[config.mk]
export PLATFORM = sky130hd
export DESIGN_NAME = idft_out_capture_flat
export DESIGN_NICKNAME = d
export VERILOG_FILES = /design/src/rtl/idft_out_capture_if.sv /design/src/rtl/idft_out_capture.sv /design/src/flat_wrapper.sv
export SDC_FILE = /design/constraint.sdc
export NUM_CORES = 2
export LEC_CHECK = 0
export ABC_AREA = 1
export BUFFER_PORTS_ARGS = -buffer_cell sky130_fd_sc_hd__buf_2
export CORE_ASPECT_RATIO = 0.8
export CORE_MARGIN = 3
export CORE_UTILIZATION = 25
export DETAILED_ROUTE_END_ITERATION = 16
export PLACE_DENSITY = 0.5
export SYNTH_ARGS = -nofsm -noshare
export SYNTH_HDL_FRONTEND = slang
export SYNTH_SLANG_ARGS = --single-unit
export TNS_END_PERCENT = 30
[constraint.sdc]
create_clock -name clk -period 4.5 [get_ports clk]
set_clock_uncertainty 0.1 [all_clocks]
set_input_delay 0.675 -clock clk [delete_from_list [all_inputs] [get_ports clk]]
set_output_delay 0.675 -clock clk [all_outputs]
set_load 0.05 [all_outputs]
[src/rtl/idft_out_capture_if.sv]
// idft_out_capture_if: host-side valid/ready read stream carrying {Y3,Y2,Y1,Y0} words.
interface idft_out_capture_if #(parameter int DATA_W = 16);
    logic [4*DATA_W-1:0] rd_data;
    logic                rd_valid;
    logic                rd_ready;
    modport master(output rd_data, rd_valid, input rd_ready);
    modport slave(input rd_data, rd_valid, output rd_ready);
endinterface

[src/rtl/idft_out_capture.sv]
// idft_out_capture: captures one IDFT output frame after next_out and drains it as 64-bit words.
module idft_out_capture #(
    parameter int DATA_W       = 16,
    parameter int FRAME_CYCLES = 32,
    parameter int ADDR_W       = 5
) (
    input  logic                   clk,
    input  logic                   rst,
    input  logic                   next_out,
    input  logic [DATA_W-1:0]      Y0,
    input  logic [DATA_W-1:0]      Y1,
    input  logic [DATA_W-1:0]      Y2,
    input  logic [DATA_W-1:0]      Y3,
    idft_out_capture_if.master     rd,
    output logic                   frame_ready,
    output logic                   busy,
    output logic                   overflow,
    input  logic                   clear_overflow,
    output logic [15:0]            frame_count
);
    typedef enum logic [1:0] {IDLE, CAPTURE, DRAIN} state_t;
    state_t state, state_n;
    logic [ADDR_W-1:0] wr_ptr, rd_ptr;
    logic [4*DATA_W-1:0] mem [FRAME_CYCLES];
    logic hs, last_wr, last_rd, cap_done, drain_done, ovf_evt;
    always_comb begin
        hs         = rd.rd_valid && rd.rd_ready;
        last_wr    = wr_ptr == ADDR_W'(FRAME_CYCLES - 1);
        last_rd    = rd_ptr == ADDR_W'(FRAME_CYCLES - 1);
        cap_done   = state == CAPTURE && last_wr;
        drain_done = state == DRAIN && hs && last_rd;
        // a pulse landing on the final handshake starts the next frame instead of overflowing
        ovf_evt    = next_out && state != IDLE && !drain_done;
        state_n    = (state == IDLE && next_out) ? CAPTURE :
                     cap_done                    ? DRAIN   :
                     drain_done                  ? (next_out ? CAPTURE : IDLE) : state;
    end
    assign rd.rd_valid = state == DRAIN;
    assign rd.rd_data  = mem[rd_ptr];
    assign frame_ready = rd.rd_valid;
    assign busy        = state != IDLE;
    always_ff @(posedge clk or posedge rst) begin
        if (rst) begin
            state       <= IDLE;
            wr_ptr      <= '0;
            rd_ptr      <= '0;
            overflow    <= 1'b0;
            frame_count <= '0;
        end else begin
            state       <= state_n;
            wr_ptr      <= (state == CAPTURE) ? wr_ptr + 1'b1 : '0;
            rd_ptr      <= (state == DRAIN) ? rd_ptr + ADDR_W'(hs) : '0;
            overflow    <= ovf_evt | (overflow & ~clear_overflow);
            frame_count <= frame_count + 16'(cap_done);
        end
    end
    always_ff @(posedge clk)
        if (state == CAPTURE) mem[wr_ptr] <= {Y3, Y2, Y1, Y0};
endmodule
[src/flat_wrapper.sv]
// flat-port wrapper written by rule: the top's interface ports become plain ports
module idft_out_capture_flat 
#(
    parameter int DATA_W       = 16,
    parameter int FRAME_CYCLES = 32,
    parameter int ADDR_W       = 5
)
  (clk, rst, next_out, Y0, Y1, Y2, Y3, frame_ready, busy, overflow, clear_overflow, frame_count, rd_rd_data, rd_rd_valid, rd_rd_ready);
  idft_out_capture_if #(.DATA_W(DATA_W)) rd_i ();
  input  logic clk;
  input  logic rst;
  input  logic next_out;
  input  logic [DATA_W-1:0] Y0;
  input  logic [DATA_W-1:0] Y1;
  input  logic [DATA_W-1:0] Y2;
  input  logic [DATA_W-1:0] Y3;
  output logic frame_ready;
  output logic busy;
  output logic overflow;
  input  logic clear_overflow;
  output logic [15:0] frame_count;
  output wire logic [$bits(rd_i.rd_data)-1:0] rd_rd_data;
  output wire logic [$bits(rd_i.rd_valid)-1:0] rd_rd_valid;
  input wire logic [$bits(rd_i.rd_ready)-1:0] rd_rd_ready;
  assign rd_rd_data = rd_i.rd_data;
  assign rd_rd_valid = rd_i.rd_valid;
  assign rd_i.rd_ready = rd_rd_ready;
  idft_out_capture #(.DATA_W(DATA_W), .FRAME_CYCLES(FRAME_CYCLES), .ADDR_W(ADDR_W)) u_core (.clk(clk), .rst(rst), .next_out(next_out), .Y0(Y0), .Y1(Y1), .Y2(Y2), .Y3(Y3), .rd(rd_i), .frame_ready(frame_ready), .busy(busy), .overflow(overflow), .clear_overflow(clear_overflow), .frame_count(frame_count));
endmodule
# After elaboration in Yosys (flattened, before gate mapping)
# Memories as Yosys holds them, arrays and structs flattened.
# Index checks and enable logic that the tools add are counted.
op_classes:
  n_addsub: 3
  n_eq_ne: 4
  muxes: 8
  bitwise: 3
  reduce_logical: 11
ops:
  columns: ["op", "n"]
  rows:
  - ["$add 16x1->16", 1]
  - ["$eq 5x5->1 const B", 2]
  - ["$mux 5", 2]
  - ["$logic_and 1x1->1", 7]
  - ["$mux 2", 3]
  - ["$add 5x1->5", 1]
  - ["$add 5x1->5 const B", 1]
  - ["$mux 1", 3]
  - ["$reduce_bool 3->1", 1]
  - ["$eq 2x1->1 const B", 1]
  - ["$eq 2x2->1 const B", 1]
  - ["$logic_not 2->1", 1]
  - ["$reduce_bool 2->1", 1]
  - ["$and 1x1->1", 1]
  - ["$logic_not 1->1", 1]
  - ["$not 1->1", 1]
  - ["$or 1x1->1", 1]
word_totals:
  register_bits: 29
  ram_bits: 2048
  input_bits: 69
  output_inout_bits: 84
  word_cells: 35
  n_memories: 1
mem_list:
  columns: ["name", "depth", "width", "read_ports", "rd_clocked_by_memory_dff", "wr", "line_no", "source"]
  rows:
  - ["u_core.mem", 32, 64, 1, 0, 1, "idft_out_capture.sv:24", "logic [4*DATA_W-1:0] mem [FRAME_CYCLES];"]

# Logic depth before layout (Yosys ltp)
depth:
  ltp_word: 7
  mapped_depth: 15
  depth_no_buf: 15

# Worst setup path after synthesis
# No wires, ideal clock.
synth_timing:
  path_kind: "reg2reg"
  start: "reg u_core.state[1]"
  end: "mem u_core.mem[0][0] (netlist name) (enable)"
  setup_time_ns: 0.487
  arrival_ns: 3.593
  required_time_ns: 3.913
  setup_slack_ns: 0.320
  path_stages_with_launch: 4
  n_path_buf: 0
  period_less_slack_ns: 4.180
  path_cell_list: "dfrtp_1 nor2_1 nand2_1 nor2_1"
synth_between:
  elab_chain_len: 3
synth_lines:
  columns: ["element", "line_no", "source"]
  rows:
  - ["start, declared", "idft_out_capture.sv:22", "state_t state, state_n;"]
  - ["start signal, assigned", "idft_out_capture.sv:50", "state <= state_n;"]
  - ["$eq 2x1->1", "idft_out_capture.sv:58", "if (state == CAPTURE) mem[wr_ptr] <= {Y3, Y2, Y1, Y0};"]
  - ["$mux 1", "idft_out_capture.sv:58", null]
  - ["$mux 1 (not written as such)", "idft_out_capture.sv:58", null]
  - ["end, declared", "idft_out_capture.sv:24", null]
# Every way passes these cells.

# Worst setup path after layout
layout_timing:
  start: "reg u_core.rd_ptr[2]"
  end: "out rd_rd_data[8]"
layout_between:
  elab_chain_len: 1
layout_lines:
  columns: ["element", "line_no", "source"]
  rows:
  - ["start, declared", "idft_out_capture.sv:23", "logic [ADDR_W-1:0] wr_ptr, rd_ptr;"]
  - ["start signal, assigned", "idft_out_capture.sv:52", "rd_ptr <= (state == DRAIN) ? rd_ptr + ADDR_W'(hs) : '0;"]
  - ["$mem_v2 32x64", null, null]
  - ["end, declared", "flat_wrapper.sv:22", "output wire logic [$bits(rd_i.rd_data)-1:0] rd_rd_data;"]
# Every way passes these cells.

==> flow_summary.json <==
{
  "status": "finished clean",
  "ant_nets": 0,
  "synthCells": 8541,
  "grt_overflow": 0,
  "synth.most_common_cell": "nand2_1",
  "clkTransAtPathRegs_ns": 0.06,
  "cp-start-kind": "flop",
  "worst_slew_margin_rel": 0.2924,
  "track_usage": 0.1486,
  "seq_area_frac_synth": 0.7007,
  "final_util": 0.2929,
  "globalplace.congestion": 0.7528,
  "ys.flop_type": "edfxtp_1",
  "cts_buffer_depth": 4,
  "synth_area_um2": 88810,
  "stdcell_count": 13566,
  "tritoncts": "yes",
  "grt_pass1_wl_um": 398800,
  "endpoint_kind": "primary output",
  "cap_violations": 0,
  "grt_max_degree": 145,
  "cts_buffers": 225,
  "fillers": 36354,
  "synth_common_cells": "nand2_1 (3,113), edfxtp_1 (2,048), inv_1 (1,389)",
  "dp_cells": 13152,
  "synth_top_family_by_area": "simple AND/OR/NAND/NOR gates",
  "vias": 59413,
  "synth_area_leaders": "edfxtp_1 (69%), nand2_1 (13%), nand3_1 (7.0%), inv_1 (5.9%), buf_2 (1.3%)",
  "cp_max_fo": 68,
  "ioPinCount": 153,
  "die_x_um": 672.4,
  "clock_latency_ns": 0.88,
  "ys_types": 23,
  "initial_utilization": 0.2514,
  "synth_xor_area_frac": 0.001282,
  "fin_crit_ns": 4.314,
  "finalSetupViolCount": 0,
  "die_area_um2": 362500,
  "r2r_start": "u_core.state[1]",
  "p_leak_uw": 0.04179,
  "max_slew.worst_pin.slew_ns": 1.061,
  "via_per_inst": 4.380,
  "async_flop_share": 0.01396,
  "setup_tns_ns": 0,
  "core_area_um2": 353300,
  "critPathRequiredTime_ns": 3.72,
  "avgSynthCellArea_um2": 10.40,
  "port-buffer-count": 152,
  "rsz0062_at_grt": "false",
  "num_rows": 195,
  "first_global_vias": 56560,
  "htree_levels": 4,
  "clock_sinks": 2077,
  "drv_slew": 0,
  "worstHoldStart": "next_out",
  "dpl_cell_area_um2": 96560,
  "hold-path-cell-count": 3,
  "peakVddDrop_uv": 342.4,
  "dr.pass1.iters": 8,
  "hold_violations": 0,
  "timing.rr.end": "u_core.mem[23][12]",
  "synth-compound-area-share": 0.005326,
  "muxShareOfSynthArea": 0,
  "synth_top_area_share": 0.6925,
  "crit_arrival_ns": 3.54,
  "fin_nets": 8737,
  "die_h_um": 539.1,
  "cts_root_buf": "clkbuf_16",
  "antenna_found_initial": 37,
  "yosys_warnings": 0,
  "drive_above_1_share": 0.07284,
  "final.period_utilization": 0.9586,
  "area_growth_pct": 16.53,
  "fin_area_um2": 103500,
  "rr_worst_depth": 4,
  "wl_um": 277500,
  "synthSimpleGateAreaFrac": 0.2094,
  "fmax_mhz": 231.8,
  "route.detailed.drc": 0,
  "ys_seq_elements": 2077,
  "synth_largest_area_cell": "edfxtp_1",
  "synth_edf_count": 2048,
  "wl_per_cell_um": 20.46,
  "worstSetupPathType": "reg -> out",
  "synth-adder-area-share": 0.001409,
  "dpl.hpwl_um": 135700,
  "synth_nets": 8620,
  "hold_class": "in -> reg",
  "drtIter0Drc": 5495,
  "power.density_nw_per_um2": 525.9,
  "worstHoldEndpoint": "u_core.state[0]",
  "ff2ff_setup_slack_ns": 1.07
}
[through the flow]
stage | setup WS (ns) | power [uW] | hold WS, ns
detailed placement | 0.8620 | 37510 | 0.3711
CTS | -0.04302 | 55050 | 0.1074
global route | 0.05149 | 57190 | 0.1639
global placement | 0.8053 | 37450 | 0.3597
floorplan | 0.3201 | 31610 | 0.3740
finish | 0.1861 | 54430 | 0.1687
[metal layers]
metal,global-route usage,wire length [um],share of wire
met1,0.1996,122100,0.44
met3,0.02431,17550,0.063
met4,0.03719,7156,0.026
met2,0.2491,130600,0.47
met5,0,117,0.00042
[worst max-delay path, stage by stage, from the launching register on]
cell and delay [ns]:
dfrtp_4 0.59, inv_8 0.61, buf_4 0.41, nand2_1 0.09, nor2_1 0.09, nor2_1 0.05
nor2_1 0.30, nor2_1 0.22, buf_12 0.20
[cells in the final DEF, fill, tap and decap left out]
cell type / n
dfrtp_1: 25
clkbuf_16: 229
inv_4: 1
clkinvlp_4: 5
nand3b_1: 1
nor3_1: 2
buf_12: 121
buf_4: 89
inv_16: 2
clkbuf_1: 43
bufinv_16: 13
nand3_1: 1238
inv_1: 1385
dlygate4sd3_1: 2
nor2_4: 33
clkinv_4: 3
clkinv_1: 70
buf_2: 98
inv_12: 1
nand4_1: 4
o21ai_0: 24
a21oi_1: 45
inv_8: 2
buf_6: 7
nand2_1: 3113
clkinv_2: 32
nor2_1: 145
edfxtp_1: 2048
o211ai_1: 17
dfrtp_4: 4
xor2_1: 7
xnor2_1: 6
diode_2: 10
ha_1: 10
inv_6: 3
[timing repair]
item | in CTS | in global routing
pin swaps | 0 | 0
endpoints found under the hold margin | 18 | 0
resized for setup | 7 | 4
setup endpoints to repair | 18 | 41
buffers inserted | 0 | 5
hold buffers | 2 | 0
[worst max path at each step]
stage	slack [ns]	from	to
after CTS	-0.04	u_core.rd_ptr[0]	rd_rd_data[43]
after floorplan	0.32	u_core.state[1]	u_core.mem[0][0]
after detailed placement	0.86	u_core.rd_ptr[0]	rd_rd_data[9]
final	0.19	u_core.rd_ptr[2]	rd_rd_data[8]
after global routing	0.05	u_core.rd_ptr[2]	rd_rd_data[8]
after global placement	0.81	u_core.rd_ptr[0]	rd_rd_data[9]
[flip-flops by register name, indices dropped and copies added (netlist names)]
name                cells
u_core.mem           2048
u_core.frame_count     16
u_core.rd_ptr           5
u_core.wr_ptr           5
u_core.state            2
u_core.overflow         1
[cells by family (layout without fill, tap and decap cells)]
| group | Yosys count | in the layout |
|---|---|---|
| other | 0 | 10 |
| adders and majority gates | 10 | 10 |
| DFF | 2077 | 2077 |
| buffers and inverters | 1819 | 2106 |
| xor gates and xnor gates | 13 | 13 |
| and+or+nand+nor | 4536 | 4536 |
| AOI/OAI and AO/OA | 86 | 86 |
[area by class of cell]
cell class / instances / area, um^2 / share of cell area
flip-flops and latches: 2077 / 62240 / 0.6014
multi-input cells: 4645 / 19550 / 0.1889
well taps: 4728 / 5916 / 0.05716
clock buffers: 272 / 5892 / 0.05693
inverters: 1392 / 5276 / 0.05098
repair buffers: 317 / 3680 / 0.03556
clock inverters: 125 / 910.9 / 0.008801
diodes: 10 / 25.02 / 0.0002418
[report_power, final]
group | leakage, uW | switching, uW | internal, uW | total, uW
Sequential | 0.0188 | 88.7 | 21300 | 21400
Combinational | 0.0197 | 10700 | 4810 | 15500
Clock | 0.00332 | 7500 | 9960 | 17500
Total | 0.0418 | 18300 | 36100 | 54400
No activity file was read; power rests on OpenSTA's default activity.
